### src/rtl/memory_types_pkg.sv
// Packet and operation types shared by every agent on the memory model.
package memory_types_pkg;

    typedef enum logic {
        MEM_READ  = 1'b0,
        MEM_WRITE = 1'b1
    } mem_op_e;

    typedef struct packed {
        mem_op_e     op;
        logic [31:0] addr;
        logic [31:0] data;
    } mem_pkt_t;

endpackage

### src/rtl/rv32i_pkg.sv
// RV32I encoding constants, ALU operation set and core sequencing states.
package rv32i_pkg;

    localparam logic [6:0] OPC_LUI    = 7'b0110111;
    localparam logic [6:0] OPC_AUIPC  = 7'b0010111;
    localparam logic [6:0] OPC_JAL    = 7'b1101111;
    localparam logic [6:0] OPC_JALR   = 7'b1100111;
    localparam logic [6:0] OPC_BRANCH = 7'b1100011;
    localparam logic [6:0] OPC_OP_IMM = 7'b0010011;
    localparam logic [6:0] OPC_OP     = 7'b0110011;

    localparam logic [2:0] F3_ADD_SUB = 3'b000;
    localparam logic [2:0] F3_SLL     = 3'b001;
    localparam logic [2:0] F3_SLT     = 3'b010;
    localparam logic [2:0] F3_SLTU    = 3'b011;
    localparam logic [2:0] F3_XOR     = 3'b100;
    localparam logic [2:0] F3_SRL_SRA = 3'b101;
    localparam logic [2:0] F3_OR      = 3'b110;
    localparam logic [2:0] F3_AND     = 3'b111;

    localparam logic [2:0] F3_BEQ  = 3'b000;
    localparam logic [2:0] F3_BNE  = 3'b001;
    localparam logic [2:0] F3_BLT  = 3'b100;
    localparam logic [2:0] F3_BGE  = 3'b101;
    localparam logic [2:0] F3_BLTU = 3'b110;
    localparam logic [2:0] F3_BGEU = 3'b111;
    localparam logic [2:0] F3_JALR = 3'b000;

    localparam logic [6:0] F7_BASE = 7'b0000000;
    localparam logic [6:0] F7_ALT  = 7'b0100000;

    typedef enum logic [3:0] {
        ALU_ADD, ALU_SUB, ALU_SLL, ALU_SLT, ALU_SLTU,
        ALU_XOR, ALU_SRL, ALU_SRA, ALU_OR, ALU_AND
    } alu_op_e;

    typedef enum logic {
        ST_FETCH = 1'b0,
        ST_WAIT  = 1'b1
    } core_state_e;

    // alt selects SUB/SRA in the two funct3 slots that carry a variant
    function automatic alu_op_e alu_op_decode(input logic [2:0] f3, input logic alt);
        case (f3)
            F3_ADD_SUB: alu_op_decode = alt ? ALU_SUB : ALU_ADD;
            F3_SLL:     alu_op_decode = ALU_SLL;
            F3_SLT:     alu_op_decode = ALU_SLT;
            F3_SLTU:    alu_op_decode = ALU_SLTU;
            F3_XOR:     alu_op_decode = ALU_XOR;
            F3_SRL_SRA: alu_op_decode = alt ? ALU_SRA : ALU_SRL;
            F3_OR:      alu_op_decode = ALU_OR;
            default:    alu_op_decode = ALU_AND;
        endcase
    endfunction

endpackage

### src/rtl/rv32i_alu.sv
// Combinational 32-bit integer ALU; shifts use the low five bits of b.
module rv32i_alu
    import rv32i_pkg::*;
(
    input  logic [31:0] a,
    input  logic [31:0] b,
    input  alu_op_e     op,
    output logic [31:0] result
);

    logic [4:0] shamt;
    assign shamt = b[4:0];

    always_comb begin
        result = '0;
        case (op)
            ALU_ADD:  result = a + b;
            ALU_SUB:  result = a - b;
            ALU_SLL:  result = a << shamt;
            ALU_SLT:  result = {31'b0, $signed(a) < $signed(b)};
            ALU_SLTU: result = {31'b0, a < b};
            ALU_XOR:  result = a ^ b;
            ALU_SRL:  result = a >> shamt;
            ALU_SRA:  result = $unsigned($signed(a) >>> shamt);
            ALU_OR:   result = a | b;
            ALU_AND:  result = a & b;
            default:  result = '0;
        endcase
    end

endmodule

### src/rtl/rv32i_core.sv
// Multi-cycle RV32I integer core: one fetch handshake, then execute and
// write back in the cycle the instruction response is accepted.
//
// state    | meaning
// ST_FETCH | request {READ, pc, 0} offered until the memory accepts it
// ST_WAIT  | waiting for the instruction; executes and retires on rsp_vld
module rv32i_core
    import memory_types_pkg::*;
    import rv32i_pkg::*;
#(
    parameter logic [31:0] RESET_PC = 32'h0000_0000
)
(
    input  logic     clk,
    input  logic     rst_n,
    output logic     imem_req_vld,
    input  logic     imem_req_rdy,
    output mem_pkt_t imem_req,
    input  logic     imem_rsp_vld,
    output logic     imem_rsp_rdy,
    input  mem_pkt_t imem_rsp
);

    core_state_e state_q, state_d;
    logic [31:0] pc_q;
    logic [31:0] regs [0:31];

    logic [31:0] inst;
    logic [6:0]  opcode, f7;
    logic [4:0]  rd, rs1, rs2;
    logic [2:0]  f3;
    logic [31:0] rs1_val, rs2_val, pc_plus4;
    logic [31:0] imm_i, imm_b, imm_u, imm_j;

    assign inst   = imem_rsp.data;
    assign opcode = inst[6:0];
    assign rd     = inst[11:7];
    assign f3     = inst[14:12];
    assign rs1    = inst[19:15];
    assign rs2    = inst[24:20];
    assign f7     = inst[31:25];

    assign imm_i = {{20{inst[31]}}, inst[31:20]};
    assign imm_b = {{19{inst[31]}}, inst[31], inst[7], inst[30:25], inst[11:8], 1'b0};
    assign imm_u = {inst[31:12], 12'b0};
    assign imm_j = {{11{inst[31]}}, inst[31], inst[19:12], inst[20], inst[30:21], 1'b0};

    // x0 is never written, so reading it always yields zero
    assign rs1_val  = regs[rs1];
    assign rs2_val  = regs[rs2];
    assign pc_plus4 = pc_q + 32'd4;

    logic rsp_unused;
    assign rsp_unused = ^{imem_rsp.op, imem_rsp.addr};

    logic        branch_taken;
    always_comb begin
        branch_taken = 1'b0;
        case (f3)
            F3_BEQ:  branch_taken = (rs1_val == rs2_val);
            F3_BNE:  branch_taken = (rs1_val != rs2_val);
            F3_BLT:  branch_taken = ($signed(rs1_val) <  $signed(rs2_val));
            F3_BGE:  branch_taken = ($signed(rs1_val) >= $signed(rs2_val));
            F3_BLTU: branch_taken = (rs1_val <  rs2_val);
            F3_BGEU: branch_taken = (rs1_val >= rs2_val);
            default: branch_taken = 1'b0;
        endcase
    end

    alu_op_e     alu_op;
    logic [31:0] alu_a, alu_b, alu_result;
    logic        rd_we, use_link;
    logic [31:0] next_pc_raw, next_pc, wr_data;

    always_comb begin
        alu_op      = ALU_ADD;
        alu_a       = rs1_val;
        alu_b       = imm_i;
        rd_we       = 1'b0;
        use_link    = 1'b0;
        next_pc_raw = pc_plus4;
        case (opcode)
            OPC_LUI: begin
                alu_a = '0;
                alu_b = imm_u;
                rd_we = 1'b1;
            end
            OPC_AUIPC: begin
                alu_a = pc_q;
                alu_b = imm_u;
                rd_we = 1'b1;
            end
            OPC_JAL: begin
                rd_we       = 1'b1;
                use_link    = 1'b1;
                next_pc_raw = pc_q + imm_j;
            end
            OPC_JALR: begin
                if (f3 == F3_JALR) begin
                    rd_we       = 1'b1;
                    use_link    = 1'b1;
                    next_pc_raw = alu_result;
                end
            end
            OPC_BRANCH: begin
                if (branch_taken) next_pc_raw = pc_q + imm_b;
            end
            OPC_OP_IMM: begin
                alu_op = alu_op_decode(f3, (f3 == F3_SRL_SRA) && (f7 == F7_ALT));
                rd_we  = 1'b1;
                if (f3 == F3_SLL && f7 != F7_BASE) rd_we = 1'b0;
                if (f3 == F3_SRL_SRA && f7 != F7_BASE && f7 != F7_ALT) rd_we = 1'b0;
            end
            OPC_OP: begin
                alu_b  = rs2_val;
                alu_op = alu_op_decode(f3, f7 == F7_ALT);
                rd_we  = (f7 == F7_BASE) ||
                         ((f7 == F7_ALT) && (f3 == F3_ADD_SUB || f3 == F3_SRL_SRA));
            end
            default: ;
        endcase
    end

    rv32i_alu u_alu (
        .a      (alu_a),
        .b      (alu_b),
        .op     (alu_op),
        .result (alu_result)
    );

    assign wr_data = use_link ? pc_plus4 : alu_result;
    assign next_pc = {next_pc_raw[31:2], 2'b00};

    logic retire, req_vld_int, rsp_rdy_int;
    assign retire = (state_q == ST_WAIT) && imem_rsp_vld;

    always_comb begin
        state_d     = state_q;
        req_vld_int = 1'b0;
        rsp_rdy_int = 1'b0;
        case (state_q)
            ST_FETCH: begin
                req_vld_int = 1'b1;
                if (imem_req_rdy) state_d = ST_WAIT;
            end
            ST_WAIT: begin
                rsp_rdy_int = 1'b1;
                if (imem_rsp_vld) state_d = ST_FETCH;
            end
            default: state_d = ST_FETCH;
        endcase
    end

    // outputs are forced quiet for as long as reset is held
    assign imem_req_vld = req_vld_int & rst_n;
    assign imem_rsp_rdy = rsp_rdy_int & rst_n;

    always_comb begin
        imem_req = '0;
        if (rst_n) begin
            imem_req.op   = MEM_READ;
            imem_req.addr = pc_q;
            imem_req.data = '0;
        end
    end

    always_ff @(posedge clk or negedge rst_n) begin
        if (!rst_n) begin
            state_q <= ST_FETCH;
            pc_q    <= RESET_PC;
        end else begin
            state_q <= state_d;
            if (retire) pc_q <= next_pc;
        end
    end

    always_ff @(posedge clk or negedge rst_n) begin
        if (!rst_n) begin
            for (int i = 0; i < 32; i++) regs[i] <= '0;
        end else if (retire && rd_we && rd != 5'd0) begin
            regs[rd] <= wr_data;
        end
    end

endmodule

### config.mk
export PLATFORM = sky130hd
export DESIGN_NAME = rv32i_core
export DESIGN_NICKNAME = d
export VERILOG_FILES = /design/src/rtl/memory_types_pkg.sv /design/src/rtl/rv32i_pkg.sv /design/src/rtl/rv32i_alu.sv /design/src/rtl/rv32i_core.sv
export SDC_FILE = /design/constraint.sdc
export NUM_CORES = 2
export LEC_CHECK = 0
export ABC_AREA = 0
export BUFFER_PORTS_ARGS = -buffer_cell sky130_fd_sc_hd__buf_2
export CAP_MARGIN = 20
export CELL_PAD_IN_SITES_DETAIL_PLACEMENT = 1
export CELL_PAD_IN_SITES_GLOBAL_PLACEMENT = 1
export CORE_ASPECT_RATIO = 0.7
export CORE_MARGIN = 3
export CORE_UTILIZATION = 41
export DETAILED_ROUTE_END_ITERATION = 8
export GPL_ROUTABILITY_DRIVEN = 0
export PLACE_DENSITY = 0.67
export SLEW_MARGIN = 20
export SYNTH_ARGS = -nofsm -noshare
export SYNTH_HDL_FRONTEND = slang
export SYNTH_SLANG_ARGS = --single-unit
### constraint.sdc
create_clock -name clk -period 7.65 [get_ports clk]
set_input_delay 1.1475 -clock clk [delete_from_list [all_inputs] [get_ports clk]]
set_output_delay 1.1475 -clock clk [all_outputs]
set_load 0.02 [all_outputs]
==> flow_metrics.py <==
metrics = {
    "layout": {
        "area_growth_pct": 11.6,
        "drive_gt1_frac": 0.209,
        "fin_nets": 7338,
        "seq_area_um2": 26400,
        "final_cells": 9445,
        "final_cell_mix": "1055 x dfrtp_1, 882 x nand2_1, 735 x mux2i_1",
        "fillCellCount": 18873,
        "final_common_cell": "dfrtp_1",
        "multi_input_area_um2": 41000,
    },
    "power": {
        "power.total_mw": 16.9,
        "p_clk_frac": 0.356,
        "p_per_area_nw_per_um2": 214,
        "p_leak_nw": 36.1,
        "intPower_mw": 10.8,
        "power_switching_mw": 6.08,
        "seq_power_share": 0.354,
        "peakVddDrop_mv": 0.190,
        "netSwitchingFraction": 0.359,
        "combinationalPowerShare": 0.289,
    },
    "worst_setup_path": {
        "path_class": "primary input to flip-flop",
        "arrival_ns": 8.17,
        "cp_data_required_time_ns": 8.33,
        "cp_cell_sequence": "buf_8, buf_12, buf_12, buf_4, mux4_2, mux4_2, mux2i_1, ha_1, nand4_1, nor4_2, and4_1, a2111oi_0, a21o_1, buf_4, o211ai_1, buf_4, buf_4, mux2_2, o221ai_1, a21oi_1, a311oi_1",
        "critPathMaxStageDelay_ns": 0.71,
        "cp_common_cell": "buf_4",
        "worst-path-buf-inv": 7,
        "cp_top_family": "multiplexers",
        "start_kind": "primary input",
        "path_max_fanout": 29,
        "setup.worst_path.end_class": "flip-flop",
        "slowest_stage": "nor4_2",
    },
    "route": {
        "antenna_left": 0,
        "drt_wl_total_um": 313000,
        "drtIter0Drc": 7287,
        "wire_per_inst_um": 33.1,
        "drc": 0,
        "vias": 63140,
        "detailedRoute.firstPassIterationCount": 6,
        "viasPerCell": 6.69,
    },
    "sta": {
        "fin_crit_sh": 0.979,
        "slew_headroom": 0.168,
        "layout_min_cycle_time_ns": 7.49,
        "setup_viol": 0,
        "rsz0062_at_grt": "false",
        "skew_ns": 0.0387,
        "report.final.hold_viol_count": 0,
        "fmax_ghz": 0.134,
        "slew_viol_final": 0,
        "worstMarginPinSlew_ns": 1.25,
    },
    "synthesis": {
        "netlist_area_um2": 71000,
        "yosys_warnings": 0,
        "synth-seq-area-share": 0.372,
        "yosysUniqueCellTypes": 100,
        "ys_ff_latch": 1055,
        "synth-edff-count": 0,
        "syn_avg_cell_area_um2": 9.90,
        "ys.flop_type": "dfrtp_1",
        "netlist_instances": 7173,
        "postSynth.asyncResetShare": 1.00,
    },
    "clock_tree": {
        "postCtsSetupBuffers": 0,
        "cts_tree": "yes",
        "worstSkewPairLatency_ns": 0.80,
        "hold_buffers": 0,
        "cts_resized": 0,
        "cts_buffers": 107,
        "htree_levels": 3,
        "cts.sinks": 1055,
        "clockBufferDepth": 3,
        "path_clk_slew_ns": 0.07,
        "root_buffer": "clkbuf_16",
    },
    "die": {
        "die_w_um": 503,
        "initial_utilization": 0.414,
        "die_h_um": 354,
        "coreArea_um2": 172000,
        "io_pins": 136,
        "rows": 127,
        "die_area_um2": 178000,
    },
    "grt": {
        "overflow": 0,
        "grt_pass1_wl_um": 454000,
        "grt_max_degree": 179,
        "antenna_found_initial": 20,
        "grt_pass1_vias": 63392,
        "track_usage": 0.344,
    },
    "outcome": {
        "outcome": "finished clean",
    },
    "place": {
        "hpwlAfterDp_um": 211000,
        "dp_cells": 9233,
        "port_buffers": 67,
    },
    "min_path": {
        "min_path_type": "primary input to async pin",
    },
    "job": {
        "drv_cap": 0,
    },
}
## synthesized netlist by cell type (12+ instances only)
cell type	number	area (um^2)
a211oi_1	32	240
a21o_1	46	345
a21oi_1	381	1910
a221oi_1	28	245
a22o_1	32	280
a22oi_1	318	2390
a31o_2	13	114
a31oi_1	31	194
and2_1	44	275
and3_1	28	175
buf_1	27	101
buf_2	113	566
buf_4	89	668
buf_6	54	608
clkbuf_1	419	1570
clkbuf_2	13	65.1
dfrtp_1	1055	26400
ha_1	178	2230
inv_1	134	503
mux2_2	377	4250
mux2i_1	735	7360
mux4_2	285	6420
nand2_1	915	3430
nand2b_1	22	138
nand3_1	65	325
nand4_1	27	169
nor2_1	273	1020
nor2b_1	17	106
nor3_1	53	265
nor4_1	44	275
nor4_2	14	175
o211ai_1	65	488
o21a_1	15	113
o21ai_0	574	2870
o21ai_1	263	1320
o21bai_1	31	233
o221ai_1	22	193
o22ai_1	35	219
o31ai_1	18	135
or2_2	12	75.1
xnor2_1	51	447
xor2_1	31	272
## final timing paths
path | startpoint | end | slack [ns] | depth (start not counted)
max | imem_rsp[20] | pc_q[8] | 0.16 | 21
min | rst_n | regs[444] | 0.31 | 1
max reg2reg | regs[161] | regs[926] | 1.19 | 22
min reg2reg | regs[1013] | regs[1013] | 0.40 | 0
max in group asynchronous | rst_n | regs[427] | 5.15 | 3
min in group clk | regs[1013] | regs[1013] | 0.40 | 0
## state kept, by name (all words and copies together) (netlist names)
| name | cells |
|---|---|
| pc_q | 30 |
| regs | 1024 |
| state_q | 1 |
## stage by stage
stage | setup WS [ns] | hold slack, ns | area [um^2] | setup TNS (ns) | utilization
after global placement | -0.514 | 0.381 | 75100 | -19.44 | 0.438
after detailed placement | -0.586 | 0.385 | 75200 | -23.67 | 0.438
after global routing | 0.205 | 0.313 | 79200 | 0 | 0.462
final | 0.160 | 0.306 | 79200 | 0 | 0.462
after floorplan | 0.0718 | 0.445 | 71100 | 0 | -
after CTS | 0.198 | 0.288 | 79100 | 0 | 0.461
## cell families after synthesis
logic type | Yosys count | share of synthesized area
muxes | 1400 | 0.254
AOI/OAI and AO/OA | 2041 | 0.177
xor gates and xnor gates | 82 | 0.0101
buffers and inverters | 865 | 0.0593
DFF | 1055 | 0.372
adders and majority gates | 182 | 0.0325
other | 1 | 0.0000528
and+or+nand+nor | 1547 | 0.0944
## power groups by stage
stage | clock, mW | sequential, mW | combinational [mW]
detailed placement | 0 | 6.08 | 4.69
finish | 6.03 | 6.00 | 4.89
global route | 6.33 | 5.99 | 5.15
floorplan | 0 | 5.90 | 2.91
CTS | 6.09 | 5.98 | 4.72
global placement | 0 | 6.08 | 4.61
## final cells by class
type	count	share of cell area
clock inverter	51	0.0106
clock buffer	148	0.0397
tap	2257	0.0356
antenna	11	0.000347
multi-input combinational	5287	0.518
sequential	1055	0.333
timing repair buffer	492	0.0556
inverter	144	0.00685
## worst reg2reg max path: cells and delay by family (launching register included)
kind	cells	cell delay (ns)
compound gates	11	2.87
simple gates	5	1.83
buf+inv	4	0.75
fa+ha+maj	1	0.44
flops	1	0.38
mux	1	0.09
## per-layer routing
| metal | part of all wire | wire length [um] | vias to the layer above | track usage |
|---|---|---|---|---|
| met3 | 0.11 | 35700 | 724 | 0.118 |
| met5 | 0.00025 | 79 | - | 0 |
| met1 | 0.43 | 134000 | 32907 | 0.487 |
| li1 | - | - | 26202 | - |
| met4 | 0.047 | 14800 | 12 | 0.138 |
| met2 | 0.41 | 128000 | 3295 | 0.479 |
Power figures use the tool's default switching activity.
